==> src/rtl/conv_pkg.sv <==
// Shared definitions for the FIR convolution MAC sequencer:
//   - state_e        : sequencer states (IDLE / MAC / OUT)
//   - DEF_* constants: default sample width, coefficient width and tap count
//   - calc_acc_w()   : accumulator width that can never overflow
//   - DEF_COEF_INIT  : default packed coefficient bank, h[k] at [k*COEF_W +: COEF_W]
package conv_pkg;

  typedef enum logic [1:0] {
    IDLE = 2'd0,
    MAC  = 2'd1,
    OUT  = 2'd2
  } state_e;

  localparam int unsigned DEF_DATA_W = 2;
  localparam int unsigned DEF_COEF_W = 2;
  localparam int unsigned DEF_NTAPS  = 4;

  // Sum of NTAPS products of DATA_W x COEF_W unsigned values.
  function automatic int unsigned calc_acc_w(input int unsigned dw,
                                             input int unsigned cw,
                                             input int unsigned nt);
    return dw + cw + $clog2(nt);
  endfunction

  // h = {0, 1, 3, 2} for k = 0..3
  localparam logic [DEF_NTAPS*DEF_COEF_W-1:0] DEF_COEF_INIT = 8'b10_11_01_00;

endpackage

==> src/rtl/conv_mac_unit.sv <==
// Registered multiply-accumulate unit shared by all taps.
// Ports:
//   clk, rst  : clock and synchronous active-high reset
//   clr_i     : clear the accumulator (has priority over en_i)
//   en_i      : add a_i*b_i to the accumulator
//   a_i, b_i  : unsigned operands
//   acc_o     : accumulator value
module conv_mac_unit #(
  parameter int unsigned A_W   = 2,
  parameter int unsigned B_W   = 2,
  parameter int unsigned ACC_W = 6
) (
  input  logic             clk,
  input  logic             rst,
  input  logic             clr_i,
  input  logic             en_i,
  input  logic [A_W-1:0]   a_i,
  input  logic [B_W-1:0]   b_i,
  output logic [ACC_W-1:0] acc_o
);

  logic [A_W+B_W-1:0] prod_s;
  logic [ACC_W-1:0]   acc_q;

  // Operands are zero-extended so the product keeps its full width.
  assign prod_s = {{B_W{1'b0}}, a_i} * {{A_W{1'b0}}, b_i};

  // Accumulator register.
  always_ff @(posedge clk) begin
    if (rst) begin
      acc_q <= '0;
    end else if (clr_i) begin
      acc_q <= '0;
    end else if (en_i) begin
      acc_q <= acc_q + ACC_W'(prod_s);
    end
  end

  assign acc_o = acc_q;

endmodule

==> src/rtl/conv_mac_sequencer.sv <==
// FIR convolution sequencer: one accepted sample produces one result by
// stepping a single MAC unit through all taps, one tap per cycle.
// Ports:
//   clk, rst                      : clock, synchronous active-high reset
//   in_valid/in_ready/in_data     : sample input handshake (accepted only in IDLE)
//   out_valid/out_ready/out_data  : result output handshake (held until taken)
//   flush                         : zero the delay line, honoured only in IDLE
//   busy                          : state is not IDLE
// Optional build macro CONV_COEF_LOAD_EN adds coef_wr/coef_addr/coef_data for
// writing coefficients while IDLE; without it the bank is the constant COEF_INIT.
module conv_mac_sequencer
  import conv_pkg::*;
#(
  parameter int unsigned DATA_W = DEF_DATA_W,
  parameter int unsigned COEF_W = DEF_COEF_W,
  parameter int unsigned NTAPS  = DEF_NTAPS,
  parameter int unsigned ACC_W  = calc_acc_w(DATA_W, COEF_W, NTAPS),
  parameter logic [NTAPS*COEF_W-1:0] COEF_INIT = DEF_COEF_INIT
) (
  input  logic                       clk,
  input  logic                       rst,
  input  logic                       in_valid,
  output logic                       in_ready,
  input  logic [DATA_W-1:0]          in_data,
  output logic                       out_valid,
  input  logic                       out_ready,
  output logic [ACC_W-1:0]           out_data,
  input  logic                       flush,
`ifdef CONV_COEF_LOAD_EN
  input  logic                       coef_wr,
  input  logic [$clog2(NTAPS)-1:0]   coef_addr,
  input  logic [COEF_W-1:0]          coef_data,
`endif
  output logic                       busy
);

  // Tap counter runs 0..NTAPS; the extra step lets the last product land in
  // the accumulator before it is copied to out_data.
  localparam int unsigned K_W   = $clog2(NTAPS + 1);
  localparam int unsigned IDX_W = $clog2(NTAPS);

  state_e             state_q;
  logic [K_W-1:0]     tap_q;
  logic               out_valid_q;
  logic               busy_q;
  logic [ACC_W-1:0]   out_data_q;
  logic [DATA_W-1:0]  x_q [NTAPS];
  logic [COEF_W-1:0]  h_q [NTAPS];
  logic [DATA_W-1:0]  sel_x_s;
  logic [COEF_W-1:0]  sel_h_s;
  logic [ACC_W-1:0]   acc_s;
  logic               mac_clr_s;
  logic               mac_en_s;

`ifdef CONV_COEF_LOAD_EN
  logic [COEF_W-1:0]  h_d [NTAPS];

  // Coefficient writes only take effect in IDLE so a running sum never sees a change.
  always_comb begin
    for (int k = 0; k < NTAPS; k++) begin
      h_d[k] = (coef_wr && (state_q == IDLE) && (coef_addr == IDX_W'(k))) ? coef_data : h_q[k];
    end
  end

  // Coefficient bank register.
  always_ff @(posedge clk) begin
    if (rst) begin
      for (int k = 0; k < NTAPS; k++) h_q[k] <= COEF_INIT[k*COEF_W +: COEF_W];
    end else begin
      for (int k = 0; k < NTAPS; k++) h_q[k] <= h_d[k];
    end
  end
`else
  // Constant coefficient bank.
  always_comb begin
    for (int k = 0; k < NTAPS; k++) h_q[k] = COEF_INIT[k*COEF_W +: COEF_W];
  end
`endif

  // AND-OR select of the current tap's sample and coefficient (zero when tap_q == NTAPS).
  always_comb begin
    sel_x_s = '0;
    sel_h_s = '0;
    for (int k = 0; k < NTAPS; k++) begin
      sel_x_s = sel_x_s | (x_q[k] & {DATA_W{tap_q == K_W'(k)}});
      sel_h_s = sel_h_s | (h_q[k] & {COEF_W{tap_q == K_W'(k)}});
    end
  end

  assign mac_clr_s = (state_q == IDLE) && in_valid;
  assign mac_en_s  = (state_q == MAC) && (tap_q != K_W'(NTAPS));

  conv_mac_unit #(
    .A_W   (COEF_W),
    .B_W   (DATA_W),
    .ACC_W (ACC_W)
  ) u_mac (
    .clk   (clk),
    .rst   (rst),
    .clr_i (mac_clr_s),
    .en_i  (mac_en_s),
    .a_i   (sel_h_s),
    .b_i   (sel_x_s),
    .acc_o (acc_s)
  );

  // Sequencer FSM, delay line and registered outputs.
  always_ff @(posedge clk) begin
    if (rst) begin
      state_q     <= IDLE;
      tap_q       <= '0;
      out_valid_q <= 1'b0;
      out_data_q  <= '0;
      busy_q      <= 1'b0;
      for (int k = 0; k < NTAPS; k++) x_q[k] <= '0;
    end else begin
      case (state_q)
        IDLE: begin
          if (in_valid) begin
            // With flush the older taps are cleared and only the new sample survives.
            x_q[0] <= in_data;
            for (int k = 1; k < NTAPS; k++) x_q[k] <= flush ? '0 : x_q[k-1];
            tap_q   <= '0;
            busy_q  <= 1'b1;
            state_q <= MAC;
          end else if (flush) begin
            for (int k = 0; k < NTAPS; k++) x_q[k] <= '0;
          end
        end
        MAC: begin
          if (tap_q == K_W'(NTAPS)) begin
            out_data_q  <= acc_s;
            out_valid_q <= 1'b1;
            state_q     <= OUT;
          end else begin
            tap_q <= tap_q + K_W'(1);
          end
        end
        OUT: begin
          if (out_ready) begin
            out_valid_q <= 1'b0;
            busy_q      <= 1'b0;
            state_q     <= IDLE;
          end
        end
        default: begin
          state_q     <= IDLE;
          tap_q       <= '0;
          out_valid_q <= 1'b0;
          busy_q      <= 1'b0;
        end
      endcase
    end
  end

  assign in_ready  = (state_q == IDLE);
  assign out_valid = out_valid_q;
  assign out_data  = out_data_q;
  assign busy      = busy_q;

endmodule

==> config.mk <==
export PLATFORM = sky130hd
export DESIGN_NAME = conv_mac_sequencer
export DESIGN_NICKNAME = d
export VERILOG_FILES = /design/src/rtl/conv_pkg.sv /design/src/rtl/conv_mac_unit.sv /design/src/rtl/conv_mac_sequencer.sv
export SDC_FILE = /design/constraint.sdc
export NUM_CORES = 1
export LEC_CHECK = 0
export ABC_AREA = 1
export CAP_MARGIN = 20
export CORE_ASPECT_RATIO = 2
export CORE_MARGIN = 2
export CORE_UTILIZATION = 50
export DETAILED_ROUTE_END_ITERATION = 6
export GPL_ROUTABILITY_DRIVEN = 1
export PLACE_DENSITY_LB_ADDON = 0.05
export SYNTH_ARGS = -nofsm -noshare
export SYNTH_HDL_FRONTEND = slang
export SYNTH_SLANG_ARGS = --single-unit
==> constraint.sdc <==
create_clock -name clk -period 5.43 [get_ports clk]
set_input_delay 1.086 -clock clk [delete_from_list [all_inputs] [get_ports clk]]
set_output_delay 1.086 -clock clk [all_outputs]
set_load 0.1 [all_outputs]
# [Word level (Yosys, flattened, before mapping)]
# Memories as Yosys holds them, arrays and structs flattened.
# Cells that the tools add are included.
# W data, S select, Z words.
[word_totals] rom_bits=0 inputBits=7 latchBits=0 ff_bits=19 n_memories=1 ram_bits=8 elab_cells=85 output_inout_bits=9
[op_classes] shift=0 div_mod_pow=0 eq_ne=11 n_lt_le_gt_ge=0 n_mul=1 n_addsub=2 muxes=34 n_reduce_logical=10 bitwise_logic=20
[mem_list] memory="x_q" words=4 word_bits=2 rd=4 rd_clocked_by_memory_dff=0 write_ports=4 line="conv_mac_sequencer.sv:47" text="logic [DATA_W-1:0] x_q [NTAPS];"
[op_table] cell="$mux W2" count=14
[op_table] cell="$mux W1" count=14
[op_table] cell="$reduce_and A3 Y1" count=4
[op_table] cell="$pmux W3 S3" count=1
[op_table] cell="$and A2 B2 Y2" count=4
[op_table] cell="$or A1 B1 Y1" count=8
[op_table] cell="$or A2 B2 Y2" count=4
[op_table] cell="$add A6 B4 Y6" count=1
[op_table] cell="$eq A3 B2 Y1 const B" count=2
[op_table] cell="$mux W3" count=2
[op_table] cell="$ne A2 B2 Y1 const B" count=3
[op_table] cell="$pmux W1 S3" count=2
[op_table] cell="$pmux W2 S3" count=1
[op_table] cell="$mul A2 B2 Y4" count=1
[op_table] cell="$add A3 B1 Y3 const B" count=1
[op_table] cell="$eq A3 B1 Y1 const B" count=1
[op_table] cell="$eq A3 B3 Y1 const B" count=1
[op_table] cell="$logic_not A3 Y1" count=1
[op_table] cell="$ne A3 B3 Y1 const B" count=1
[op_table] cell="$not A1 Y1" count=3
[op_table] cell="$eq A2 B1 Y1 const B" count=1
[op_table] cell="$eq A2 B2 Y1 const B" count=1
[op_table] cell="$logic_and A1 B1 Y1" count=2
[op_table] cell="$logic_not A2 Y1" count=1
[op_table] cell="4 further kinds" count=4

# [Logic depth before layout (Yosys ltp)]
[depth] word_depth=7 mapped_depth=17 mapped_depth_nobuf=17

# [Modules after synthesis]
# Synthesis repeated with hierarchy kept, for this count alone.
[hier_totals] cells_unflattened=186 hier_area_um2=1462.7
[by_module_without_submodules] module="conv_mac_sequencer" area_per_inst_um2=1024.7 cells_each=129 n_inst=1 seq_area_each_um2=460.4
[by_module_without_submodules] module="conv_mac_unit" area_per_inst_um2=437.9 cells_each=57 n_inst=1 seq_area_each_um2=120.1

# [Worst setup path before layout]
# Ideal clock, no wire load.
[synth_timing] path_kind="register -> register" from="register tap_q[2]" to="register u_mac.acc_q[5] (netlist: u_mac.acc_o[5])" path_slack_ps=2867 arrival_ps=2500 setup_time_ps=64 path_buffers=0 synth_period_minus_slack_ps=2563 required_ps=5366 stages_incl_launch_ff=18 cell_sequence="dfxtp_1 clkinv_1 ha_1 nand2_1 o21ai_0 nor2_1 nor2_1 fa_1 ha_1 inv_1 fa_1 inv_1 nand2_1 nand2_1 inv_1 nor2_1 nor2_1 nor2_1"
[synth_between] elab_chain_cells=7 elab_cells_between_ends=17 classes_between="add/sub: 1; mul: 1; eq/ne: 4; bitwise: 9; reduce/logical: 2"
[synth_rtl] item="start: declaration" line="conv_mac_sequencer.sv:43" text="logic [K_W-1:0] tap_q;"
[synth_rtl] item="start signal: assignment" line="conv_mac_sequencer.sv:136" text="tap_q <= tap_q + K_W'(1);"
[synth_rtl] item="$eq A3 B1 Y1 or $logic_not A3 Y1 (tied branches)"
[synth_rtl] item="$and A2 B2 Y2" line="conv_mac_sequencer.sv:85" text="sel_x_s = sel_x_s | (x_q[k] & {DATA_W{tap_q == K_W'(k)}});"
[synth_rtl] item="$or A2 B2 Y2 (3 in a row)" line="conv_mac_sequencer.sv:85"
[synth_rtl] item="$mul A2 B2 Y4" line="conv_mac_unit.sv:26" text="assign prod_s = {{B_W{1'b0}}, a_i} * {{A_W{1'b0}}, b_i};"
[synth_rtl] item="$add A6 B4 Y6" line="conv_mac_unit.sv:35" text="acc_q <= acc_q + ACC_W'(prod_s);"
[synth_rtl] item="end signal: assignment" line="conv_mac_unit.sv:35"
[synth_rtl] item="end: declaration" line="conv_mac_unit.sv:23" text="logic [ACC_W-1:0] acc_q;"
# Several ways; a longest one is shown, not always the timed one.
# A chain may end at the register's enable or synchronous reset.

# [Worst setup path in the final report]
[layout_timing] from="register state_q[1]" to="output port in_ready"
[layout_between] elab_chain_cells=1
[layout_rtl] item="start: declaration" line="conv_mac_sequencer.sv:42" text="state_e state_q;"
[layout_rtl] item="start signal: assignment" line="conv_mac_sequencer.sv:110" text="state_q <= IDLE;"
[layout_rtl] item="start signal: assignment" line="conv_mac_sequencer.sv:125" text="state_q <= MAC;"
[layout_rtl] item="start signal: assignment" line="conv_mac_sequencer.sv:134" text="state_q <= OUT;"
[layout_rtl] item="$logic_not A2 Y1" line="conv_mac_sequencer.sv:156" text="assign in_ready = (state_q == IDLE);"
[layout_rtl] item="end: declaration" line="conv_mac_sequencer.sv:23" text="output logic in_ready,"
# Every way passes these cells.

==> flow_metrics.env <==
export IMPL_grt_use_total_pct=21.8
export IMPL_synth_yosys_warnings=0
export IMPL_ys_ff_latch=27
export IMPL_routed_via_density=5.28
export IMPL_path_max_fanout=6
export IMPL_netlist_instances=187
export IMPL_cts_tree="done"
export IMPL_path_clk_slew_ps=100
export IMPL_arrival_ps=2050
export IMPL_cts_buffers=3
export IMPL_use_met3_pct=2.05
export IMPL_nFillCells=261
export IMPL_wl_per_cell_um=13.9
export IMPL_clkPwrFrac_pct=27.7
export IMPL_final_cell_area_sq_mm=0.00162
export IMPL_status="completed"
export IMPL_critPathCaptureType="output pin"
export IMPL_hold_path_class="flop to flop"
export IMPL_slew_violations=0
export IMPL_use_met1_pct=20.9
export IMPL_power_density_mw_per_mm2=277
export IMPL_p_int_mw=0.297
export IMPL_crit_chain="nor2_2 > clkdlybuf4s50_1"
export IMPL_irDropWorstVdd_v=0.000184
export IMPL_tns_ps=0
export IMPL_rsz0062_at_grt="false"
export IMPL_syn_area_per_cell_sq_um=7.49
export IMPL_die_h_um=78.9
export IMPL_postRouteAntennaNets=0
export IMPL_htreeDepth=1
export IMPL_clk_path_buf_depth=2
export IMPL_antenna_cells=0
export IMPL_setup_ws_ps=2300
export IMPL_coreArea_sq_mm=0.00270
export IMPL_path_class="flop to output pin"
export IMPL_synth_cell_type_count=25
export IMPL_io_pins=16
export IMPL_slowest_delay_ps=1160
export IMPL_die_area_sq_mm=0.00327
export IMPL_drive_gt1_share_pct=7.35
export IMPL_crit_required_ps=4340
export IMPL_clk_latency_ps=290
export IMPL_finalClockSkew_ps=1.56
export IMPL_p_leak_nw=0.739
export IMPL_pwr_share_comb_pct=22.2
export IMPL_ctsResizeCount=0
export IMPL_grt_overflow=0
export IMPL_p_seq_share_pct=50.1
export IMPL_grt_max_degree=17
export IMPL_regArea_sq_um=581
export IMPL_fp_row_count=27
export IMPL_post_cts_buffers=0
export IMPL_dp_hpwl_mm=2.62
export IMPL_cap_violations=0
export IMPL_period_minus_slack_ps=3130
export IMPL_antenna_found_initial=0
export IMPL_synthesis_nets=206
export IMPL_slew_headroom_pct=35.0
export IMPL_post_dp_cell_area_sq_mm=0.00157
export IMPL_met2_usage_pct=42.8
export IMPL_place_ws_ps=2620
export IMPL_port_buffer_count=15
export IMPL_finalHoldViolations=0
export IMPL_finalSetupViolCount=0
export IMPL_via_count=1230
export IMPL_fmax_ghz=0.319
export IMPL_cts_sinks=27
export IMPL_grt_pass1_vias=1228
export IMPL_fin_crit_sh_pct=57.7
export IMPL_cts_root_buffer="clkbuf_8"
export IMPL_drtIter0Drc=27
export IMPL_ys_seq_area_share_pct=41.4
export IMPL_wirelength_mm=3.24
export IMPL_firstDrtPassIters=4
export IMPL_start_kind="flop"
export IMPL_tightest_slew_ps=972
export IMPL_sw_frac_of_total_pct=33.8
export IMPL_die_x_um=41.4
export IMPL_gp_congestion=0.812
export IMPL_cpMaxStageDelayCell="clkdlybuf4s50_1"
export IMPL_syn2layout_area_growth_pct=15.5
export IMPL_start_util_pct=51.9
export IMPL_hold_buffers=0
export IMPL_p_sw_mw=0.152
export IMPL_multiInputGateArea_sq_um=712
export IMPL_syn_area_sq_mm=0.00140
export IMPL_grt_pass1_wl_mm=5.48
export IMPL_grt_busiest_layer="met2"
export IMPL_drc_errors=0
export IMPL_num_nets_final=224
area by class of cell:
class	instances	area share (%)
Clock buffer	3	2.55
Sequential cell	27	35.9
Tap cell	29	2.24
Inverter	24	5.72
Multi-Input combinational cell	134	44.0
Clock inverter	1	0.386
Timing Repair Buffer	15	9.27
worst paths after layout:
| kind | startpoint | endpoint | slack, ps | cells past startpoint |
|---|---|---|---|---|
| worst max-delay path | state_q[1] | in_ready | 2300 | 2 |
| worst min-delay path | busy | busy | 460 | 2 |
| worst min register to register | busy | busy | 460 | 2 |
| worst max register to register | tap_q[2] | u_mac.acc_o[5] | 2610 | 17 |
cell usage after synthesis:
library cell  count  area (sq um)
inv_1            20          75.1
buf_2             1          5.00
nor2_2            4          25.0
o21ai_0          14          70.1
nand2_2           1          6.26
nor2_1           40           150
o21ai_1           2          10.0
edfxtp_1          4           120
ha_1             10           125
a21oi_1          11          55.1
buf_6             1          11.3
nand2_4           1          11.3
inv_2             2          7.51
nand3b_1          1          7.51
nand3_1          12          60.1
nand2_1          31           116
nor3_1            1          5.00
nor2_4            1          11.3
fa_1              2          40.0
inv_4             1          6.26
clkinv_1          1          3.75
o22ai_1           1          6.26
nand4_1           1          6.26
or2_2             1          6.26
dfxtp_1          23           460
cells in the final DEF, fill, tap and decap left out:
master	netlist	final
inv_1	20	20
nor2_4	1	1
nand2_1	31	31
nand3b_1	1	1
ha_1	10	10
a21oi_1	11	11
clkbuf_8	0	3
nand4_1	1	1
inv_2	2	2
clkdlybuf4s50_1	0	15
nor3_1	1	1
fa_1	2	2
clkinv_1	1	1
nor2_2	4	4
nor2_1	40	40
o21ai_1	2	2
nand2_4	1	1
dfxtp_1	23	23
nand2_2	1	1
nand3_1	12	12
o22ai_1	1	1
inv_4	1	2
or2_2	1	1
edfxtp_1	4	4
o21ai_0	14	14
metal layers:
layer	part of all wire (%)	wire, um
met1	36	1160
met3	1.7	56
met2	58	1890
met5	0	0
met4	4.0	129
metrics by stage:
step	instances	util [%]	hold slack [ps]	power, mW
after floorplan	187	-	439	0.301
after global placement	229	58.1	449	0.326
after detailed placement	229	58.1	455	0.329
after CTS	233	59.9	471	0.449
after global routing	233	59.9	490	0.468
final	233	59.9	465	0.449
power by group through the flow:
stage                     sequential, mW  combinational [mW]  clock (mW)
after global routing               0.226               0.110       0.131
after CTS                          0.225               0.100       0.124
final                              0.225              0.0998       0.125
after detailed placement           0.229              0.0996           0
after global placement             0.229              0.0970           0
after floorplan                    0.244              0.0564           0
flip-flops by register name, indices dropped and copies added, names as in the netlist:
register and count:
out_valid 1, busy 1, out_data 6, x_q 8, state_q 2, tap_q 3, u_mac.acc_o 6
worst max-delay path: cells and delay by family, from the launching register on:
kind | cells | cell delay (ps)
simple gates | 1 | 210
buf+inv | 1 | 1160
flops | 1 | 380
cell families after synthesis:
| family | Yosys count | share of synthesized area, % |
|---|---|---|
| flip-flops | 27 | 41.4 |
| adder cells (fa/ha/maj) | 12 | 11.8 |
| AO/OA/AOI/OAI | 28 | 10.1 |
| buffers and inverters | 26 | 7.77 |
| AND/OR/NAND/NOR | 94 | 28.9 |
No activity file was read; power rests on OpenSTA's default activity.
